<file path="src/rtl/tiny_alu.sv">
// tiny_alu: start/done ALU responder. Single-cycle ADD/AND/XOR/NOP complete at the
// accept edge; MUL holds busy_o for MUL_LATENCY edges before its done pulse.
module tiny_alu #(
   parameter int INPUT_DATA_BITS = 8,
   parameter int OPCODE_BITS     = 3,
   parameter int MUL_LATENCY     = 3
) (
   input  logic                           clk_i,
   input  logic                           rst_n_i,
   input  logic                           start_i,
   input  logic [OPCODE_BITS-1:0]         opcode_i,
   input  logic [INPUT_DATA_BITS-1:0]     a_i,
   input  logic [INPUT_DATA_BITS-1:0]     b_i,
   output logic                           busy_o,
   output logic                           done_o,
   output logic [2*INPUT_DATA_BITS-1:0]   result_o
);

   localparam int RES_W = 2 * INPUT_DATA_BITS;
   localparam int CNT_W = (MUL_LATENCY > 2) ? $clog2(MUL_LATENCY) : 1;

   localparam logic [OPCODE_BITS-1:0] OP_ADD = OPCODE_BITS'(1);
   localparam logic [OPCODE_BITS-1:0] OP_AND = OPCODE_BITS'(2);
   localparam logic [OPCODE_BITS-1:0] OP_XOR = OPCODE_BITS'(3);
   localparam logic [OPCODE_BITS-1:0] OP_MUL = OPCODE_BITS'(4);

   typedef enum logic {
      IDLE,
      MUL_BUSY
   } state_t;

   state_t                     r_state;
   state_t                     w_state_nxt;
   logic [CNT_W-1:0]           r_cnt;
   logic [OPCODE_BITS-1:0]     r_opcode;
   logic [INPUT_DATA_BITS-1:0] r_a;
   logic [INPUT_DATA_BITS-1:0] r_b;
   logic                       r_done;
   logic [RES_W-1:0]           r_result;

   logic                       w_accept;
   logic                       w_accept_mul;
   logic                       w_mul_last;
   logic [OPCODE_BITS-1:0]     w_op;
   logic [INPUT_DATA_BITS-1:0] w_a;
   logic [INPUT_DATA_BITS-1:0] w_b;
   logic [RES_W-1:0]           w_alu;

   assign w_accept     = start_i && (r_state == IDLE);
   assign w_accept_mul = w_accept && (opcode_i == OP_MUL);
   assign w_mul_last   = (r_state == MUL_BUSY) && (r_cnt == '0);

   // One shared ALU: live inputs while idle, captured operands while a MUL is in flight.
   assign w_op = (r_state == MUL_BUSY) ? r_opcode : opcode_i;
   assign w_a  = (r_state == MUL_BUSY) ? r_a      : a_i;
   assign w_b  = (r_state == MUL_BUSY) ? r_b      : b_i;

   always_comb begin
      w_alu = '0;
      case (w_op)
         OP_ADD:  w_alu = RES_W'(w_a) + RES_W'(w_b);
         OP_AND:  w_alu = RES_W'(w_a & w_b);
         OP_XOR:  w_alu = RES_W'(w_a ^ w_b);
         OP_MUL:  w_alu = RES_W'(w_a) * RES_W'(w_b);
         default: w_alu = '0;
      endcase
   end

   always_ff @(posedge clk_i or negedge rst_n_i) begin
      if (!rst_n_i) begin
         r_state <= IDLE;
      end else begin
         r_state <= w_state_nxt;
      end
   end

   always_comb begin
      w_state_nxt = r_state;
      case (r_state)
         IDLE:     if (w_accept_mul) w_state_nxt = MUL_BUSY;
         MUL_BUSY: if (w_mul_last)   w_state_nxt = IDLE;
         default:  w_state_nxt = IDLE;
      endcase
   end

   always_comb begin
      busy_o   = (r_state == MUL_BUSY);
      done_o   = r_done;
      result_o = r_result;
   end

   always_ff @(posedge clk_i or negedge rst_n_i) begin
      if (!rst_n_i) begin
         r_cnt    <= '0;
         r_opcode <= '0;
         r_a      <= '0;
         r_b      <= '0;
         r_done   <= 1'b0;
         r_result <= '0;
      end else begin
         r_done <= 1'b0;
         if (w_accept) begin
            r_opcode <= opcode_i;
            r_a      <= a_i;
            r_b      <= b_i;
            if (w_accept_mul) begin
               r_cnt <= CNT_W'(MUL_LATENCY - 1);
            end else begin
               r_done   <= 1'b1;
               r_result <= w_alu;
            end
         end else if (r_state == MUL_BUSY) begin
            if (r_cnt == '0) begin
               r_done   <= 1'b1;
               r_result <= w_alu;
            end else begin
               r_cnt <= r_cnt - CNT_W'(1);
            end
         end
      end
   end

endmodule

</file>
<file path="config.mk">
export PLATFORM = sky130hd
export DESIGN_NAME = tiny_alu
export DESIGN_NICKNAME = d
export VERILOG_FILES = /design/src/rtl/tiny_alu.sv
export SDC_FILE = /design/constraint.sdc
export NUM_CORES = 1
export LEC_CHECK = 0
export BUFFER_PORTS_ARGS = -buffer_cell sky130_fd_sc_hd__buf_2
export CORE_ASPECT_RATIO = 0.5
export CORE_UTILIZATION = 30
export DETAILED_ROUTE_END_ITERATION = 7
export PLACE_DENSITY = 0.47
export REMOVE_ABC_BUFFERS = 1
export SLEW_MARGIN = 0
export SYNTH_ARGS = -nofsm -noshare
export SYNTH_HDL_FRONTEND = slang
export SYNTH_SLANG_ARGS = --single-unit
</file>
<file path="constraint.sdc">
create_clock -name clk_i -period 5.7 [get_ports clk_i]
set_input_delay 0.855 -clock clk_i [delete_from_list [all_inputs] [get_ports clk_i]]
set_output_delay 0.855 -clock clk_i [all_outputs]
set_load 0.01 [all_outputs]
</file>
Word-level counts from Yosys, hierarchy flattened
Cells that the tools add are included.

cells by class
  $add $sub $neg = 2
  $mul = 1
  divide/modulo/power cells = 0
  magnitude comparators = 0
  eq/ne operators = 8
  shift-type cells = 0
  muxes and demuxes = 19
  bitwise logic cells = 3
  reduce and logical (&&, ||, !) cells = 8

operators with widths
  cell                                                                     count
  16-bit 2-to-1 mux                                                        4
  16-bit case mux with 4 select lines                                      1
  8-bit by 8-bit multiplier with 16-bit output                             1
  8-bit 2-to-1 mux                                                         2
  8-bit by 8-bit adder with 9-bit output                                   1
  8-bit AND                                                                1
  2-bit 2-to-1 mux                                                         4
  8-bit XOR                                                                1
  3-bit by 2-bit == test with 1-bit output, second input constant          2
  3-bit == test, second input constant                                     2
  1-bit 2-to-1 mux                                                         6
  3-bit AND reduction                                                      2
  2-bit inequality test, second input constant                             2
  2-bit nonzero test                                                       2
  3-bit by 1-bit == test with 1-bit output, second input constant          1
  1-bit logical AND                                                        3
  3-bit 2-to-1 mux                                                         1
  2-bit zero test                                                          1
  2-bit by 1-bit inequality test with 1-bit output, second input constant  1
  1-bit case mux with 2 select lines                                       1
  2-bit by 1-bit subtractor with 2-bit output, second input constant       1
  1-bit NOT                                                                1

storage, ports and cells
  register bits = 39
  latch bits = 0
  memory bits (writable) = 0
  memory bits (read-only) = 0
  bits of input ports = 22
  output and inout bits = 18
  logic and storage cells = 48
  memories kept = 0

Longest topological paths before layout
Gate-level depths: netlist of the first run.

  depth in word-level cells = 6
  mapped depth = 20
  depth with buffers taken out = 17

Worst setup path before layout of the first run
No wires, ideal clock.

  kind = reg-to-reg
  from = register r_state (netlist: busy_o)
  to = register r_result[15] (netlist: result_o[15])
  data arrival time = 4883 ps
  slack = 690 ps
  stages on the path, launching flop included = 19
  clock period less this slack = 5010 ps
  cells stage by stage = dfrtp_1 -> buf_6 -> clkbuf_8 -> buf_4 -> mux2i_1 -> inv_1 -> ha_1 -> fa_1 -> fa_1 -> fa_1 -> inv_1 -> fa_1 -> inv_1 -> ha_1 -> o21ai_0 -> a211oi_1 -> a221oi_2 -> xnor2_1 -> o21ai_1

on the way
  longest elaborated chain between the ends = 6
  elaborated cells on any way between the ends = 20
  classes of those cells = mul: 1; eq/ne: 5; mux: 8; bitwise: 1; reduce/logical: 5

RTL lines
  item                                                                        line  text
  start, declared                                                             32    state_t r_state;
  start signal, assigned                                                      73    r_state <= w_state_nxt;
  8-bit 2-to-1 mux, or another cell as far along                              55    assign w_a = (r_state == MUL_BUSY) ? r_a : a_i;
  8-bit by 8-bit multiplier with 16-bit output, or another cell as far along  64    OP_MUL: w_alu = RES_W'(w_a) * RES_W'(w_b);
  16-bit case mux with 4 select lines                                         60    case (w_op)
  16-bit 2-to-1 mux                                                           113   if (r_cnt == '0) begin
  16-bit 2-to-1 mux                                                           112   end else if (r_state == MUL_BUSY) begin
  16-bit 2-to-1 mux                                                           102   if (w_accept) begin
  end signal, assigned                                                        110   r_result <= w_alu;
  end signal, assigned                                                        115   r_result <= w_alu;
  end, declared                                                               39    logic [RES_W-1:0] r_result;

Several ways; a longest one is shown, not always the timed one. The select of a mux whose other input is x is not followed.
A chain may end at the register's enable or synchronous reset.

Final worst setup path of the first run
  from = register r_state (netlist: busy_o)
  to = register r_result[12] (netlist: result_o[12])

The elaborated chain is that of the path after synthesis.

==> results of run 1 <==
cell type report:
class	instances	area [um^2]	share of cell area, %
well taps	192	240	4.75
repair buffers	58	338	6.67
flip-flops and latches	39	977	19.3
inverters	74	278	5.49
clock buffers	5	125	2.47
multi-input cells	347	3080	60.9
clock inverters	3	20.0	0.396
cell families (layout without fill, tap and decap cells):
kind of cell | Yosys count | in the layout | synth area share [%]
AOI/OAI and AO/OA | 87 | 87 | 14.2
xor gates and xnor gates | 15 | 15 | 2.97
adders and majority gates | 82 | 82 | 29.5
buffers and inverters | 85 | 140 | 8.15
DFF | 39 | 39 | 22.1
muxes | 45 | 45 | 11.4
and+or+nand+nor | 118 | 118 | 11.6
through the flow:
step | worst slack, ps | instance area (um^2)
after floorplan | 249 | 4340
after global placement | 327 | 4910
after detailed placement | 329 | 4910
after CTS | 295 | 5060
after global routing | 200 | 5060
final | 532 | 5060
worst paths after layout:
check	start	endpoint	slack, ps	depth (start not counted)
max in group asynchronous	rst_n_i	busy_o	4320	1
max	busy_o	result_o[12]	530	15
max reg2reg	busy_o	result_o[12]	530	15
min in group asynchronous	rst_n_i	result_o[13]	710	1
min	result_o[2]	result_o[2]	470	2
min reg2reg	result_o[2]	result_o[2]	470	2
timing repair:
item / CTS / global route
setup endpoints to repair: 0 / 2
endpoints found under the hold margin: 0 / 0
gates resized for setup: 0 / 1
layer usage:
layer | vias up | track usage (%) | routed length [um]
li1 | 1689 | - | -
met1 | 1714 | 23.7 | 6000
met2 | 46 | 26.9 | 4870
met3 | 2 | 3.08 | 439
met4 | 0 | 2.07 | 27
met5 | - | 0 | 0
layout by cell type, fill, tap and decap left out, drive strengths merged, types with 2 or more instances in the layout:
cell	synthesis	layout
a211oi	7	7
a21o	5	5
a21oi	13	13
a221oi	2	2
a22oi	2	2
a2bb2oi	2	2
a31o	2	2
a32oi	3	3
a41oi	2	2
buf	10	58
clkbuf	1	5
clkinvlp	0	2
dfrtp	39	39
fa	37	37
ha	45	45
inv	74	74
mux2	24	24
mux2i	21	21
nand2	35	35
nand2b	4	4
nand4	2	2
nor2	64	64
nor3	4	4
o211ai	4	4
o21a	2	2
o21ai	28	28
o21bai	4	4
o22a	2	2
o22ai	2	2
o31ai	2	2
or3	3	3
xnor2	4	4
xor2	11	11
state kept, by name (all words and copies together), names as in the netlist:
register	count
r_opcode	3
r_a	8
r_b	8
done_o	1
r_cnt	2
result_o	16
busy_o	1
worst max-delay path, cell delays in order (launching register included):
cell and delay [ps]:
dfrtp_2 630, mux2i_1 300, inv_1 130, ha_1 330, fa_1 590, fa_1 440, fa_1 540, inv_1 50
fa_1 530, inv_1 40, ha_1 240, nor3_1 340, o211ai_1 280, a41oi_1 320, xor2_1 180, o21ai_0 90
==> results_dict.tcl, run 1 <==
set metrics [dict create \
    synth_edf_count 0 \
    ys_seq_elements 39 \
    async_reset_ff_share_pct 100 \
    dr.pass1.iters 4 \
    synth_top_area_cell "dfrtp_1" \
    critPathKind "reg -> reg" \
    yosysSeqAreaShare_pct 22.1 \
    synth_most_common_cell "inv_1" \
    grt_start_max_net_pins 40 \
    slew_violations 0 \
    io_pins 40 \
    required_ps 5850 \
    antenna_cells 0 \
    synth_top_area_share_pct 22.1 \
    whs_ps 475 \
    cts_tree "done" \
    rsz0062_at_grt "no" \
    placed_cells 710 \
    htreeDepth 2 \
    die_area_um2 15200 \
    dp_hpwl_mm 9.06 \
    finalSetupViolations 0 \
    relSlewSlack_pct 35.8 \
    synth-main-ff-cell "dfrtp_1" \
    grt_first_pass_wirelength_mm 19.5 \
    antenna_found_initial 0 \
    hp-class "reg -> reg" \
    drv_cap 0 \
    die_y_um 87.8 \
    post_cts_buffers 0 \
    clockBufferDepth 2 \
    avgRoutedWirePerCell_um 15.8 \
    synth_area_um2 4420 \
    finalCritPeriodShare_pct 90.7 \
    syn_to_final_growth_pct 14.5 \
    cts_buffers 5 \
    overflow 0 \
    gp_congestion 0.856 \
    num_rows 30 \
    synth_common_cells "73 x inv_1, 63 x nor2_1, 45 x ha_1" \
    finalNonFillerCells 718 \
    worst_slew_pin_slew_ps 963 \
    cts.sinks 39 \
    arrival_ps 5320 \
    fin_util_pct 36.2 \
    status "finished, final reports clean" \
    finalSetupTns_ps 0 \
    ant_nets 0 \
    clock_skew_ps 10.1 \
    drive_above_1_share_pct 20.5 \
    port_buffers 39 \
    grt_usage_pct 16.6 \
    hold_violations 0 \
    route.detailed.drc 0 \
    synth_cell_types 60 \
    cp-start-kind "flop" \
    synth_cells 471 \
    nFillCells 1483 \
    syn-mean-instance-area_um2 9.38 \
    cts-root-buf "clkbuf_16" \
    yosysWarnings 0 \
    nets 629 \
    drt-initial-drc-count 263 \
    min_period_ps 5170 \
    vias 3451 \
    clock_latency_ps 290 \
    ys_top_cells_by_area "dfrtp_1 22%, fa_1 17%, ha_1 13%" \
    cp_max_fo 16 \
    avgViaCountPerCell 4.81 \
    routed_wl_mm 11.3 \
    start_util_pct 31.6 \
    die_w_um 174 \
    core_um2 14000 \
    end_kind "flop" \
    path_clk_slew_ps 70 \
    grt_pass1_vias 3668 \
    fmaxAchievable_ghz 0.193 \
    cts_hold_buf 0 \
]
Power of run 1 is not shown: default switching activity piles up to over one toggle a cycle in this logic, so the estimate is an artifact.
==> run 2: changes to the inputs <==
==> constraint.sdc (replaced) <==
create_clock -name clk_i -period 6.53 [get_ports clk_i]
set_input_delay 0.653 -clock clk_i [delete_from_list [all_inputs] [get_ports clk_i]]
set_output_delay 0.653 -clock clk_i [all_outputs]
set_load 0.01 [all_outputs]
==> run 2 against run 1 <==
Against the previous run: wire length rose by 1.5%; setup slack better by 450 ps; maximum frequency shrank 6.9%; worst hold slack got worse by 3.0 ps; critical path type unchanged; critical endpoint is now result_o[15].
==> results_dict.tcl, run 2 (same netlist as run 1, synthesis figures left out) <==
set metrics [dict create \
    arrival_ps 5710 \
    holdCritStartpoint "r_cnt[0]" \
    clock_latency_ps 290 \
    cts_buffers 5 \
    hold_violations 0 \
    start_util_pct 31.6 \
    core_um2 14000 \
    hp-class "reg -> reg" \
    avgRoutedWirePerCell_um 16.3 \
    route.detailed.drc 0 \
    cp_max_fo 11 \
    io_pins 40 \
    placed_cells 698 \
    grt_usage_pct 16.8 \
    rsz0062_at_grt "no" \
    htreeDepth 2 \
    cp-start-kind "flop" \
    wl_met3_um 465 \
    cts.sinks 39 \
    antenna_cells 0 \
    ant_nets 0 \
    post_cts_resized 0 \
    cts_tree "done" \
    hold_path_end "r_cnt[0]" \
    final_common_cell "inv_1" \
    post_cts_buffers 0 \
    num_rows 30 \
    timing.rr.end "result_o[15]" \
    routed_wl_mm 11.5 \
    min_period_ps 5550 \
    drv_cap 0 \
    port_buffers 39 \
    top_layer "met4" \
    rrSetupSlack_ps 980 \
    avgViaCountPerCell 4.87 \
    reg2regPathDepth 15 \
    multi_input_area_um2 3080 \
    layout.area.seq_um2 976 \
    finalNonFillerCells 706 \
    cts_hold_buf 0 \
    met1_length_mm 6.09 \
    status "finished, final reports clean" \
    overflow 0 \
    nets 617 \
    whs_ps 472 \
    die_area_um2 15200 \
    die_y_um 87.8 \
    grt_pass1_vias 3538 \
    worst_slew_pin_slew_ps 985 \
    relSlewSlack_pct 34.4 \
    clockBufferDepth 2 \
    largest_reg_flops 16 \
    worstHoldPathCells 1 \
    nFillCells 1475 \
    gp_congestion 0.859 \
    antenna_found_initial 0 \
    wl_met2_mm 4.77 \
    critPathKind "reg -> reg" \
    end_kind "flop" \
    r2r-start "busy_o" \
    path_clk_slew_ps 60 \
    dp_hpwl_mm 9.26 \
    dr.pass1.iters 4 \
    drive_above_1_share_pct 18.3 \
    clock_skew_ps 4.50 \
    finalSetupViolations 0 \
    slew_violations 0 \
    startpoint "busy_o" \
    fin_util_pct 35.9 \
    vias 3440 \
    finalSetupTns_ps 0 \
    finalCritPeriodShare_pct 85.0 \
    most-common-layout-cells "73 x inv_1, 63 x nor2_1, 45 x ha_1" \
    grt_first_pass_wirelength_mm 19.7 \
    required_ps 6690 \
    grt_start_max_net_pins 40 \
    drt-initial-drc-count 211 \
    syn_to_final_growth_pct 13.4 \
    fmaxAchievable_ghz 0.180 \
    cts-root-buf "clkbuf_16" \
    die_w_um 174 \
]
==> run 2: cell types whose count changed in the layout (fill, tap and decap cells not counted), sizes merged <==
cell      delta
clkinvlp     -2
buf         -12
bufinv       +2
clkinv       -1
clkbuf       +1
==> run 2: layout make-up <==
cell class | instances | share of cell area [%]
clock buffers | 6 | 2.57
clock inverters | 2 | 1.20
inverters | 74 | 5.54
multi-input cells | 347 | 61.5
flip-flops and latches | 39 | 19.5
well taps | 192 | 4.79
repair buffers | 46 | 4.94
==> run 2: per-layer routing <==
layer / vias up / track usage (%)
li1: 1670 / -
met1: 1684 / 24.5
met2: 73 / 25.9
met3: 13 / 3.08
met4: 0 / 3.75
met5: - / 0
==> run 2: metrics by stage <==
stage               worst slack (ps)  instance area (um^2)
floorplan                       1080                  4340
global placement                1040                  4820
detailed placement              1010                  4820
CTS                              986                  5010
global route                     570                  5010
finish                           977                  5010
==> run 2: worst max-delay path by stage <==
stage	endpoint	slack, ps	cells past startpoint
2_1_floorplan	result_o[15]	1080	15
3_3_place_gp	result_o[15]	1040	15
3_5_place_dp	result_o[15]	1010	15
4_1_cts	result_o[15]	990	15
5_1_grt	result_o[13]	570	15
6_report	result_o[15]	980	15
==> run 2: critical path, stage by stage (launching register included) <==
cell and delay [ps]:
dfrtp_1 670, mux2i_1 640, inv_1 220, ha_1 370, fa_1 590, fa_1 450, fa_1 540, inv_1 50
fa_1 520, inv_1 40, ha_1 340, o21ai_0 290, a211oi_1 150, a221oi_2 290, xnor2_1 180, o21ai_1 80
Power of run 2 is left out for the same reason.
